## src/rtl/cfg_lut_cell.sv

```systemverilog
// cfg_lut_cell: K-input LUT cell with a serially loaded configuration chain,
// optional output register and inverter. Define LUT_CE_EN to add a register clock enable (ce).
`timescale 1ns/1ps
module cfg_lut_cell #(
    parameter int INPUTS = 4
) (
    input  logic              clock,
    input  logic              rst,
    input  logic              cfg_en,
    input  logic              cfg_in,
    output logic              cfg_out,
    output logic              cfg_done,
`ifdef LUT_CE_EN
    input  logic              ce,
`endif
    input  logic [INPUTS-1:0] in,
    output logic              out
);
    localparam int TT_BITS    = 1 << INPUTS;
    localparam int CONF_BITS  = TT_BITS + 2;
    localparam int REGSEL_BIT = TT_BITS;
    localparam int INV_BIT    = TT_BITS + 1;
    localparam int CW         = $clog2(CONF_BITS + 1);
    localparam logic [CW-1:0] CNT_FULL = CW'(CONF_BITS);
    localparam logic [CW-1:0] CNT_ONE  = CW'(1);

    generate
        if (INPUTS < 2 || INPUTS > 6) begin : g_bad_inputs
            $error("cfg_lut_cell: INPUTS must be in 2..6");
        end
    endgenerate

    typedef enum logic [1:0] {
        IDLE,
        LOADING,
        ACTIVE
    } state_t;

    state_t               r_state;
    logic [CW-1:0]        r_cnt;
    logic [CONF_BITS-1:0] r_conf;
    logic                 r_reg;

    logic [TT_BITS-1:0]   w_truth;
    logic                 w_lut;
    logic                 w_active;
    logic                 w_ce;

    assign w_truth  = r_conf[TT_BITS-1:0];
    assign w_lut    = w_truth[in];
    assign w_active = (r_state == ACTIVE);

`ifdef LUT_CE_EN
    assign w_ce = ce;
`else
    assign w_ce = 1'b1;
`endif

    // NOTE: sequential state uses <= so every register samples pre-edge values,
    // which is what makes the daisy chain shift exactly one bit per cell per edge.
    always_ff @(posedge clock or posedge rst) begin
        if (rst) begin
            r_conf <= '0;
        end else if (cfg_en) begin
            r_conf <= {cfg_in, r_conf[CONF_BITS-1:1]};
        end
    end

    // A load only counts as complete if cfg_en drops with the counter saturated.
    always_ff @(posedge clock or posedge rst) begin
        if (rst) begin
            r_state <= IDLE;
            r_cnt   <= '0;
        end else begin
            unique case (r_state)
                IDLE, ACTIVE: begin
                    if (cfg_en) begin
                        r_state <= LOADING;
                        r_cnt   <= CNT_ONE;
                    end
                end
                LOADING: begin
                    if (cfg_en) begin
                        if (r_cnt != CNT_FULL) begin
                            r_cnt <= r_cnt + CNT_ONE;
                        end
                    end else begin
                        r_state <= (r_cnt == CNT_FULL) ? ACTIVE : IDLE;
                    end
                end
                default: r_state <= IDLE;
            endcase
        end
    end

    // Cleared outside ACTIVE so the first registered output after a load is INV^0.
    always_ff @(posedge clock or posedge rst) begin
        if (rst) begin
            r_reg <= 1'b0;
        end else if (!w_active) begin
            r_reg <= 1'b0;
        end else if (w_ce) begin
            r_reg <= w_lut;
        end
    end

    // NOTE: give every always_comb output a default first so no path infers a latch.
    always_comb begin
        out = 1'b0;
        if (w_active) begin
            out = r_conf[INV_BIT] ^ (r_conf[REGSEL_BIT] ? r_reg : w_lut);
        end
    end

    assign cfg_out  = r_conf[0];
    assign cfg_done = w_active;

endmodule

```

## config.mk

```make
export PLATFORM = sky130hd
export DESIGN_NAME = cfg_lut_cell
export DESIGN_NICKNAME = d
export VERILOG_FILES = /design/src/rtl/cfg_lut_cell.sv
export SDC_FILE = /design/constraint.sdc
export NUM_CORES = 1
export LEC_CHECK = 0
export ABC_AREA = 1
export ABC_CLOCK_PERIOD_IN_PS = 2600
export CAP_MARGIN = 20
export CORE_ASPECT_RATIO = 1.2
export CORE_UTILIZATION = 60
export DETAILED_ROUTE_END_ITERATION = 8
export PLACE_DENSITY = 0.82
export REMOVE_ABC_BUFFERS = 1
export SYNTH_ARGS = -nofsm -noshare
export SYNTH_HDL_FRONTEND = slang
export SYNTH_SLANG_ARGS = --single-unit
```

## constraint.sdc

```tcl
create_clock -name clock -period 2.6 [get_ports clock]
set_clock_uncertainty 0.2 [all_clocks]
set_input_delay 0.52 -clock clock [delete_from_list [all_inputs] [get_ports clock]]
set_output_delay 0.52 -clock clock [all_outputs]
set_load 0.01 [all_outputs]
```

Word-level counts from Yosys, hierarchy flattened
Index checks and enable logic that the tools add are counted.

Output and inout port bits: 3. Register bits after elaboration: 26. Word-level logic and storage cells: 33. Bits of input ports: 8.

Bitwise gates (word level): 1. Add/subtract/negate cells: 1. Magnitude comparators: 1. Muxes and demuxes: 13. Reductions and logical operators: 5. Equality and inequality tests: 8.

Operators by type and width (number): 2-to-1 mux 5 bit (3); case mux 5 bit (2 select lines) (1); inequality test 2 bit, second input constant (4); 2-to-1 mux 2 bit (3); adder 5 x 1 -> 5 bit, second input constant (1); == test 5 bit, second input constant (1); less-than comparator 4 x 5 -> 1 bit, second input constant (1); inequality test 5 bit, second input constant (1); binary-select mux 1 bit (select 4 bit) (1); 2-to-1 mux 1 bit (4); case mux 2 bit (2 select lines) (1); AND reduction 4 bit (1); == test 2 x 1 -> 1 bit, second input constant (1); == test 2 bit, second input constant (1); logical NOT 2 bit (1); AND reduction 2 bit (1); nonzero test 2 bit (1); OR reduction 2 bit (1); bitwise XOR 1 bit (1).

Longest topological paths before layout
Depth after elaboration: 5. Mapped depth: 10. Gate-level depth less buffers: 9.

Least setup slack after synthesis
OpenSTA, ideal clock, no wires.

Path kind: input to output. Start: input port in[0]. End: output port out. Stages on the path: 10. Required time: 1.880 ns. Setup slack: 0.577 ns. Data arrival time: 1.303 ns. Cells stage by stage: buf_6 > inv_6 > nand2_2 > nand3_1 > nand3_1 > nand3_2 > nand3_2 > nand3_1 > nand2_1 > nor2_1.

Cells in the longest elaborated chain, start to end: 5.

RTL lines: start, declared (RTL line 16) `input logic [INPUTS-1:0] in,`; binary-select mux 1 bit (select 4 bit) (RTL line 50) `assign w_lut = w_truth[in];`; 2-to-1 mux 1 bit (implied by the code) (RTL line 50); 2-to-1 mux 1 bit (RTL line 111) `out = r_conf[INV_BIT] ^ (r_conf[REGSEL_BIT] ? r_reg : w_lut);`; bitwise XOR 1 bit (RTL line 111); 2-to-1 mux 1 bit (RTL line 110) `if (w_active) begin`; end, declared (RTL line 17) `output logic out`.

No other way between the ends. The select of a mux whose other input is x is not followed.

Worst setup path in the final report
Start: input port in[1]. End: output port out.

Same word-level chain as after synthesis.

==> results.tsv <==
metric	value	unit
outcome	finished, final reports clean	
diode count	0	
Psw	0.000251	W
Hold Vio Cnt, Final	0	
routability cong.	1.01	
global-route wire length before repair	4.47	mm
Sw Share	0.304	
Core Rows	18	
Yosys warnings	0	
wire length on met3	53	um
Iteration-0 DRC Markers	21	
Filler cells	166	
largest net degree at the start of global routing	36	
I/O pin count	11	
TritonCTS clock tree	yes	
Avg WL per Cell	12.9	um
initial core utilization	0.639	
share of post-route cells with drive strength above 1	0.121	
Lkg Pwr	0.732	nW
worst min-delay path class	reg -> reg	
PortBufs	10	
Setup TNS Final	0	ns
Post-CTS Repair Setup Buffers	0	
Reg power frac	0.588	
max-cap viol count	0	
root buf cell	clkbuf_4	
antenna-violating nets left	0	
final core utilization	0.720	
Most flops, register	r_conf	
f_max	395	MHz
Tot GR Track Use	0.259	
Hold Buf Count CTS	0	
combinational power share	0.207	
Die Wd	44.7	um
Vias	1042	
Regs by FF count	r_conf (18), r_cnt (5), r_state (2)	
Worst VDD drop	0.413	mV
Seq/Total Area, Yosys	0.497	
Sink Count	26	
Yosys top cell area share	0.497	
post-synthesis cell type count	29	
Post-route DRC	0	
Final Setup Violations	0	
Slew HR	0.720	
Power, Total	0.000826	W
final max-slew violation count	0	
crit path DAT	1.81	ns
internal power	0.000575	W
flops & latches, synth	26	
Post-Synthesis Cell Area	1310	um^2
Clk pin slew, worst setup/hold paths	0.13	ns
final worst setup slack	0.0677	ns
Core Area	2050	um^2
CP max FO	4	
routed wl met2	1.43	mm
type of the worst setup path	in -> out	
most area-consuming cells after synthesis	dfrtp_1 50%, nand2_1 11%, o21ai_0 8.4%	
final period utilization	0.974	
CTS H-tree lvls	1	
via density per instance	5.13	
met1 wire length	1.08	mm
max reg flops	18	
RSZ-0062 raised after global routing	no	
Final #Nets	185	
max layer used	met4	
average size of a mapped cell	8.14	um^2
required time worst endpoint	1.88	ns
Max Buffers Root-to-Sink	2	
initial antenna violation count	0	
drt total wl	2.61	mm
TritonCTS buffer count	3	
Final Critical Period	2.53	ns
worst-skew pair later-pin latency	0.31	ns
register area	651	um^2
critical path capture point type	primary output	
area taken by multi-input logic gates	510	um^2
startpoint types	input pin	
Worst Tran Pin Value	0.419	ns
vias in the first global route	1075	
dpl ws	-0.471	ns
Synth Instances	161	
Pre-antenna DRT Iters	4	
Pwr per Cell Area	559	nW/um^2
top cell type by total area after synthesis	dfrtp_1	
Clock power frac	0.205	
Congestion Overflow GR	0	
die height	53.2	um
Synth-to-Final Area Change	12.7	%
Die ar.	2370	um^2
DP HPWL	1.99	mm
final timing paths:
check                      slack (ns)         end  cells after the start        from
max reg2reg                      0.92    r_cnt[3]                      8    r_cnt[0]
max in group asynchronous        1.60   r_conf[3]                      3         rst
min                              0.31  r_state[0]                      1  r_state[1]
max                              0.07         out                     10       in[1]
min in group asynchronous        0.35  r_state[1]                      3         rst
min reg2reg                      0.31  r_state[0]                      1  r_state[1]
what timing repair did:
| action | CTS | global route |
|---|---|---|
| cloned | 0 | 0 |
| gates resized for setup | 5 | 0 |
| pin swaps | 0 | 1 |
| endpoints found under the setup margin | 1 | 1 |
kinds of logic (layout without fill, tap and decap cells):
kind of cell,Yosys count,count (layout),share of synthesized area
adder cells (fa/ha/maj),2,2,0.0191
XOR/XNOR,1,1,0.00669
flip-flops,26,26,0.497
AO/OA/AOI/OAI,30,30,0.130
AND/OR/NAND/NOR,67,67,0.234
buffers and inverters,35,47,0.114
per-stage QoR:
| step | cells | hold slack [ns] | instance area (um^2) |
|---|---|---|---|
| 6_report | 203 | 0.306 | 1480 |
| 5_1_grt | 203 | 0.334 | 1480 |
| 4_1_cts | 203 | 0.305 | 1480 |
| 3_5_place_dp | 200 | 0.273 | 1460 |
| 3_3_place_gp | 200 | 0.264 | 1460 |
| 2_1_floorplan | 156 | 0.247 | 1280 |
final cells by class:
| cell class | count | share of cell area |
|---|---|---|
| Sequential cell | 26 | 0.441 |
| Multi-Input combinational cell | 100 | 0.346 |
| Timing Repair Buffer | 14 | 0.0924 |
| Inverter | 30 | 0.0805 |
| Tap cell | 30 | 0.0254 |
| Clock buffer | 3 | 0.0153 |
synth_stat cells:
cell and n:
a21boi_0 1, a21oi_1 2, a21oi_2 1, a31o_2 1
buf_1 1, buf_4 1, buf_6 1, clkbuf_1 2
clkinv_1 1, clkinv_2 1, dfrtp_1 26, ha_1 2
inv_1 25, inv_2 2, inv_6 1, nand2_1 39
nand2_2 2, nand3_1 15, nand3_2 3, nand3b_1 1
nand4_1 2, nor2_1 3, nor3_1 1, o211a_1 1
o21ai_0 22, o21ai_2 1, o22ai_1 1, or2_2 1
xor2_1 1
worst max-delay path, stage by stage:
cell             delay (ns)
clkdlybuf4s50_1        0.48
inv_1                  0.08
nand3_1                0.09
nand3_1                0.12
nand3_2                0.11
nand3_2                0.07
nand3_1                0.08
nand2_1                0.05
nor2_1                 0.08
buf_2                  0.13
power by group through the flow:
stage,sequential [W],combinational (W),clock [W]
2_1_floorplan,0.000486,0.000108,0
3_3_place_gp,0.000489,0.000163,0
3_5_place_dp,0.000494,0.000172,0
4_1_cts,0.000485,0.000173,0.000170
5_1_grt,0.000492,0.000198,0.000184
6_report,0.000485,0.000171,0.000169
routing by layer:
layer,GRT usage,up-vias
met1,0.290,486
li1,-,534
met2,0.490,16
met4,0.0960,0
met5,0,-
met3,0.0273,6
cells in the final DEF, fill, tap and decap left out, drive strengths merged, types with 2 or more instances in the layout:
master / instances
dfrtp: 26
buf: 5
a21oi: 3
nand2: 41
nand3: 18
ha: 2
inv: 28
o21ai: 23
clkdlybuf4s50: 8
clkinv: 2
nand4: 2
clkbuf: 3
nor2: 3
No activity file was read; power rests on OpenSTA's default activity.
